--- config.mk ---
export PLATFORM = sky130hd
export DESIGN_NAME = debounce_fsm
export DESIGN_NICKNAME = d
export VERILOG_FILES = /design/src/rtl/debounce_pkg.sv /design/src/rtl/sync_2ff.sv /design/src/rtl/debounce_fsm.sv
export SDC_FILE = /design/constraint.sdc
export NUM_CORES = 1
export LEC_CHECK = 0
export ABC_AREA = 1
export ABC_CLOCK_PERIOD_IN_PS = 2590
export BUFFER_PORTS_ARGS = -buffer_cell sky130_fd_sc_hd__buf_2
export CORE_MARGIN = 4
export CORE_UTILIZATION = 60
export DETAILED_ROUTE_END_ITERATION = 7
export HOLD_SLACK_MARGIN = 0.15
export PLACE_DENSITY = 0.78
export SLEW_MARGIN = 10
export SYNTH_ARGS = -nofsm -noshare
export SYNTH_HDL_FRONTEND = slang
export SYNTH_SLANG_ARGS = --single-unit
--- constraint.sdc ---
create_clock -name clk -period 2.59 [get_ports clk]
set_input_delay 0.259 -clock clk [delete_from_list [all_inputs] [get_ports clk]]
set_output_delay 0.259 -clock clk [all_outputs]
set_load 0.01 [all_outputs]
--- src/rtl/debounce_pkg.sv ---
// Shared types and defaults for the switch debouncer.
package debounce_pkg;

    typedef logic [1:0] state_t;

    localparam state_t IDLE_LOW  = 2'd0;
    localparam state_t WAIT_HIGH = 2'd1;
    localparam state_t IDLE_HIGH = 2'd2;
    localparam state_t WAIT_LOW  = 2'd3;

    // 10 ms at 100 MHz
    localparam int DEFAULT_STABLE_COUNT = 1000000;
    localparam int DEFAULT_CNT_WIDTH    = 20;

endpackage

--- src/rtl/sync_2ff.sv ---
// 1-bit two-flop synchronizer for asynchronous board inputs; resets to 0.
module sync_2ff (
    input  logic clk,
    input  logic rst_n,
    input  logic d,
    output logic q
);

    logic s1;

    always_ff @(posedge clk or negedge rst_n) begin
        if (!rst_n) begin
            s1 <= 1'b0;
            q  <= 1'b0;
        end else begin
            s1 <= d;
            q  <= s1;
        end
    end

endmodule

--- src/rtl/debounce_fsm.sv ---
// Switch debouncer: 2-flop sync, 4-state FSM, stability counter.
// Define DEBOUNCE_EDGE_PULSE_EN to build the rise/fall pulse registers.
module debounce_fsm
    import debounce_pkg::*;
#(
    parameter int STABLE_COUNT = DEFAULT_STABLE_COUNT,
    parameter int CNT_WIDTH    = DEFAULT_CNT_WIDTH
) (
    input  logic clk,
    input  logic rst_n,
    input  logic switch,
    output logic clean,
    output logic rise,
    output logic fall
);

    localparam logic [CNT_WIDTH-1:0] CNT_LAST = CNT_WIDTH'(STABLE_COUNT - 1);

    logic                 s2;
    state_t               state;
    logic [CNT_WIDTH-1:0] cnt;
    logic                 done_high;
    logic                 done_low;

    sync_2ff u_sync (
        .clk   (clk),
        .rst_n (rst_n),
        .d     (switch),
        .q     (s2)
    );

    // The new level has survived the full stability window this cycle.
    assign done_high = (state == WAIT_HIGH) && s2 && (cnt == CNT_LAST);
    assign done_low  = (state == WAIT_LOW) && !s2 && (cnt == CNT_LAST);

    always_ff @(posedge clk or negedge rst_n) begin
        if (!rst_n) begin
            state <= IDLE_LOW;
            cnt   <= '0;
            clean <= 1'b0;
        end else begin
            case (state)
                IDLE_LOW: begin
                    if (s2) begin
                        state <= WAIT_HIGH;
                        cnt   <= '0;
                    end
                end
                WAIT_HIGH: begin
                    if (!s2) begin
                        state <= IDLE_LOW;
                        cnt   <= '0;
                    end else if (done_high) begin
                        state <= IDLE_HIGH;
                        cnt   <= '0;
                        clean <= 1'b1;
                    end else begin
                        cnt <= cnt + 1'b1;
                    end
                end
                IDLE_HIGH: begin
                    if (!s2) begin
                        state <= WAIT_LOW;
                        cnt   <= '0;
                    end
                end
                WAIT_LOW: begin
                    if (s2) begin
                        state <= IDLE_HIGH;
                        cnt   <= '0;
                    end else if (done_low) begin
                        state <= IDLE_LOW;
                        cnt   <= '0;
                        clean <= 1'b0;
                    end else begin
                        cnt <= cnt + 1'b1;
                    end
                end
                default: begin
                    state <= IDLE_LOW;
                    cnt   <= '0;
                end
            endcase
        end
    end

`ifdef DEBOUNCE_EDGE_PULSE_EN
    always_ff @(posedge clk or negedge rst_n) begin
        if (!rst_n) begin
            rise <= 1'b0;
            fall <= 1'b0;
        end else begin
            rise <= done_high;
            fall <= done_low;
        end
    end
`else
    assign rise = 1'b0;
    assign fall = 1'b0;
`endif

endmodule

==> run summary <==
CP arrival: 2170 ps
Fin Clk Skew: 1.82 ps
Clock power frac: 20.4%
final WL: 2.98 mm
global placement routability congestion: 0.926
largest family of logic cells by synthesized area: simple AND/OR/NAND/NOR gates
CP max stage delay: 580 ps
Final Hold Fails: 0
root buf cell: clkbuf_4
# Post-CTS Setup Buffers: 0
Initial Util: 64.7%
family with the most delay on the worst path: simple AND/OR/NAND/NOR gates
standard-cell rows: 17
initial antenna violation count: 0
number of CTS-inserted buffers: 3
Peak VDD IR: 0.000559 V
sequential share of power: 53.6%
RSZ-0062 raised after global routing: no
via count: 1267
Synth Warn #: 0
CP Data Required Time: 2830 ps
vias in the first global route: 1246
largest net degree at the start of global routing: 26
Cell Area, Placed: 1470 µm²
Slew Limit Fails: 0
critical path cell sequence: ha_1, nand3_2, nor2_4, nand3_1, nor2_1, nor2_1, nand3_1, o21ai_1
status: finished clean
Total GRT Usage: 20.1%
min-delay worst type: reg2reg
Logic pwr share: 26.0%
WS Path Type: reg2reg
Die Ht: 57.3 µm
share of post-route cells with drive strength above 1: 6.73%
DIE AREA: 3280 µm²
First DRT Iteration DRCs: 36
Internal Power: 534 µW
Compound-Gate Fraction of Synth Area: 11.0%
NetSw: 323 µW
H-tree Lvls: 1
period utilization: 74.4%
Fill cells: 191
CP Launch Type: flip-flop
cell leakage power: 0.000636 µW
Final nets: 213
Layout area overhead: 4.38%
setup violators final: 0
# resized after CTS: 0
crit end category: flip-flop
ant diodes: 0
number of synthesized register bits: 25
setup TNS: 0 ps
PwrDens: 564 nW/µm²
Synth Area in Simple Gates: 31.5%
Post-route DRC: 0
Top Ports: 6
clock network latency to the later pin of the worst-skew pair: 320 ps
Avg Cell Area, Syn: 7.18 µm²
drt pass-1 iters: 4
Seq/Total Area, Yosys: 42.9%
Max Fclk: 519 MHz
Adder-Cell Fraction of Synth Area: 0.858%
mapped cell area: 1460 µm²
switching share of power: 37.7%
hold slack: 371 ps
Slew Limit Headroom: 48.9%
Non-Filler Cell Area, Final: 1520 µm²
first-pass GRT wire length: 5.24 mm
slew at the pin with the worst max-slew slack: 763 ps
chip width: 57.3 µm
detailed placement HPWL: 2.23 mm
CORE AREA: 2250 µm²
critical path peak fanout: 11
GR Overflow Total: 0
WP buf/inv: 0
Post-Syn Instances: 203
Hold-fix buffers, CTS: 2
Tmin final: 1930 ps
CTS clk-pin slew, worst paths: 130 ps
PortBufs: 3
Max-Cap Viols: 0
CTS tree: yes
Post-DRT Antenna Nets: 0
clock buffer depth: 2
clock sinks: 25
Netlist cell types: 24
Avg Vias per Cell: 5.37
CP max stage cell: nor2_1
mux cell area share after synthesis: 0%
Synth Area in XOR/XNOR: 4.21%
detailed-route wire length per cell: 12.6 µm
cells in the final DEF, fill, tap and decap left out, types with 2 or more instances in the layout:
cell           count
nand2_1           56
nor2_1            29
nand3_1           11
o21ai_0            8
xor2_1             6
conb_1             2
a21oi_1            3
o21ai_1           16
nand4_1            2
buf_2              3
dfrtp_1           25
o22ai_1            4
nor2_2             2
nand3_2            3
dlygate4sd3_1      2
inv_1             25
clkbuf_4           3
stage by stage:
step / worst slack [ps] / util [%] / cells / total power [µW]
finish: 663 / 67.5 / 236 / 858
floorplan: 1190 / - / 204 / 646
CTS: 674 / 67.5 / 236 / 858
detailed placement: 713 / 65.4 / 230 / 685
global route: 447 / 67.5 / 236 / 919
global placement: 825 / 65.4 / 230 / 677
area by class of cell:
cell class	instances	area (µm²)	area share (%)
multi-input combinational	148	701	46.1
sequential	25	626	41.1
inverter	26	97.6	6.41
timing repair buffer	5	35.0	2.30
tap	28	35.0	2.30
clock buffer	3	22.5	1.48
clock inverter	1	5.00	0.329
final timing paths:
| kind | from | end | slack [ps] | cells past startpoint |
|---|---|---|---|---|
| max in group asynchronous | rst_n | cnt[19] | 1800 | 2 |
| worst max-delay path | cnt[0] | cnt[7] | 660 | 8 |
| worst min register to register | u_sync.s1 | u_sync.q | 370 | 0 |
| min in group asynchronous | rst_n | cnt[9] | 440 | 2 |
| worst max register to register | cnt[0] | cnt[7] | 660 | 8 |
| worst min-delay path | u_sync.s1 | u_sync.q | 370 | 0 |
cell families (layout without fill, tap and decap cells):
kind of cell | after synthesis | count (layout)
xor+xnor | 7 | 7
simple gates | 107 | 107
fa+ha+maj | 1 | 1
buf+inv | 31 | 35
flops | 25 | 25
compound gates | 31 | 31
other cells | 1 | 2
metal layers:
layer	share of wire, %	global-route usage, %
met5	0	0
met4	1.5	7.95
met3	3.6	2.26
met2	47	32.6
met1	48	27.5
worst register-to-register path, cell delays in order, from the launching register on:
cell     delay (ps)
dfrtp_1         460
ha_1            270
nand3_2         110
nor2_4           50
nand3_1          60
nor2_1           40
nor2_1          580
nand3_1         170
o21ai_1         130
cells in the mapped netlist (all sizes together):
cell type	instances	share of area [%]
a21oi	3	1.0
nor3	1	0.34
inv	25	6.4
ha	1	0.86
nand4	2	0.86
xor2	6	3.6
buf	4	2.3
nand3	14	5.8
nand2	57	15
nand3b	1	0.52
nor2	32	9.1
o21ai	24	8.2
xnor2	1	0.60
dfrtp	25	43
clkinv	1	0.26
conb	1	0.26
clkbuf	1	0.26
o22ai	4	1.7
registers in the layout, summed over array words and instances (netlist names), named ones only:
signal     cells
u_sync.q       1
clean          1
state          1
u_sync.s1      1
cnt           20
power by group through the flow:
stage	Clock, µW	Combinational, µW	Sequential [µW]
2_1_floorplan	0	187	458
3_3_place_gp	0	212	464
3_5_place_dp	0	218	467
4_1_cts	179	220	459
5_1_grt	194	256	468
6_report	175	223	460
(Power assumes the default switching activity.)
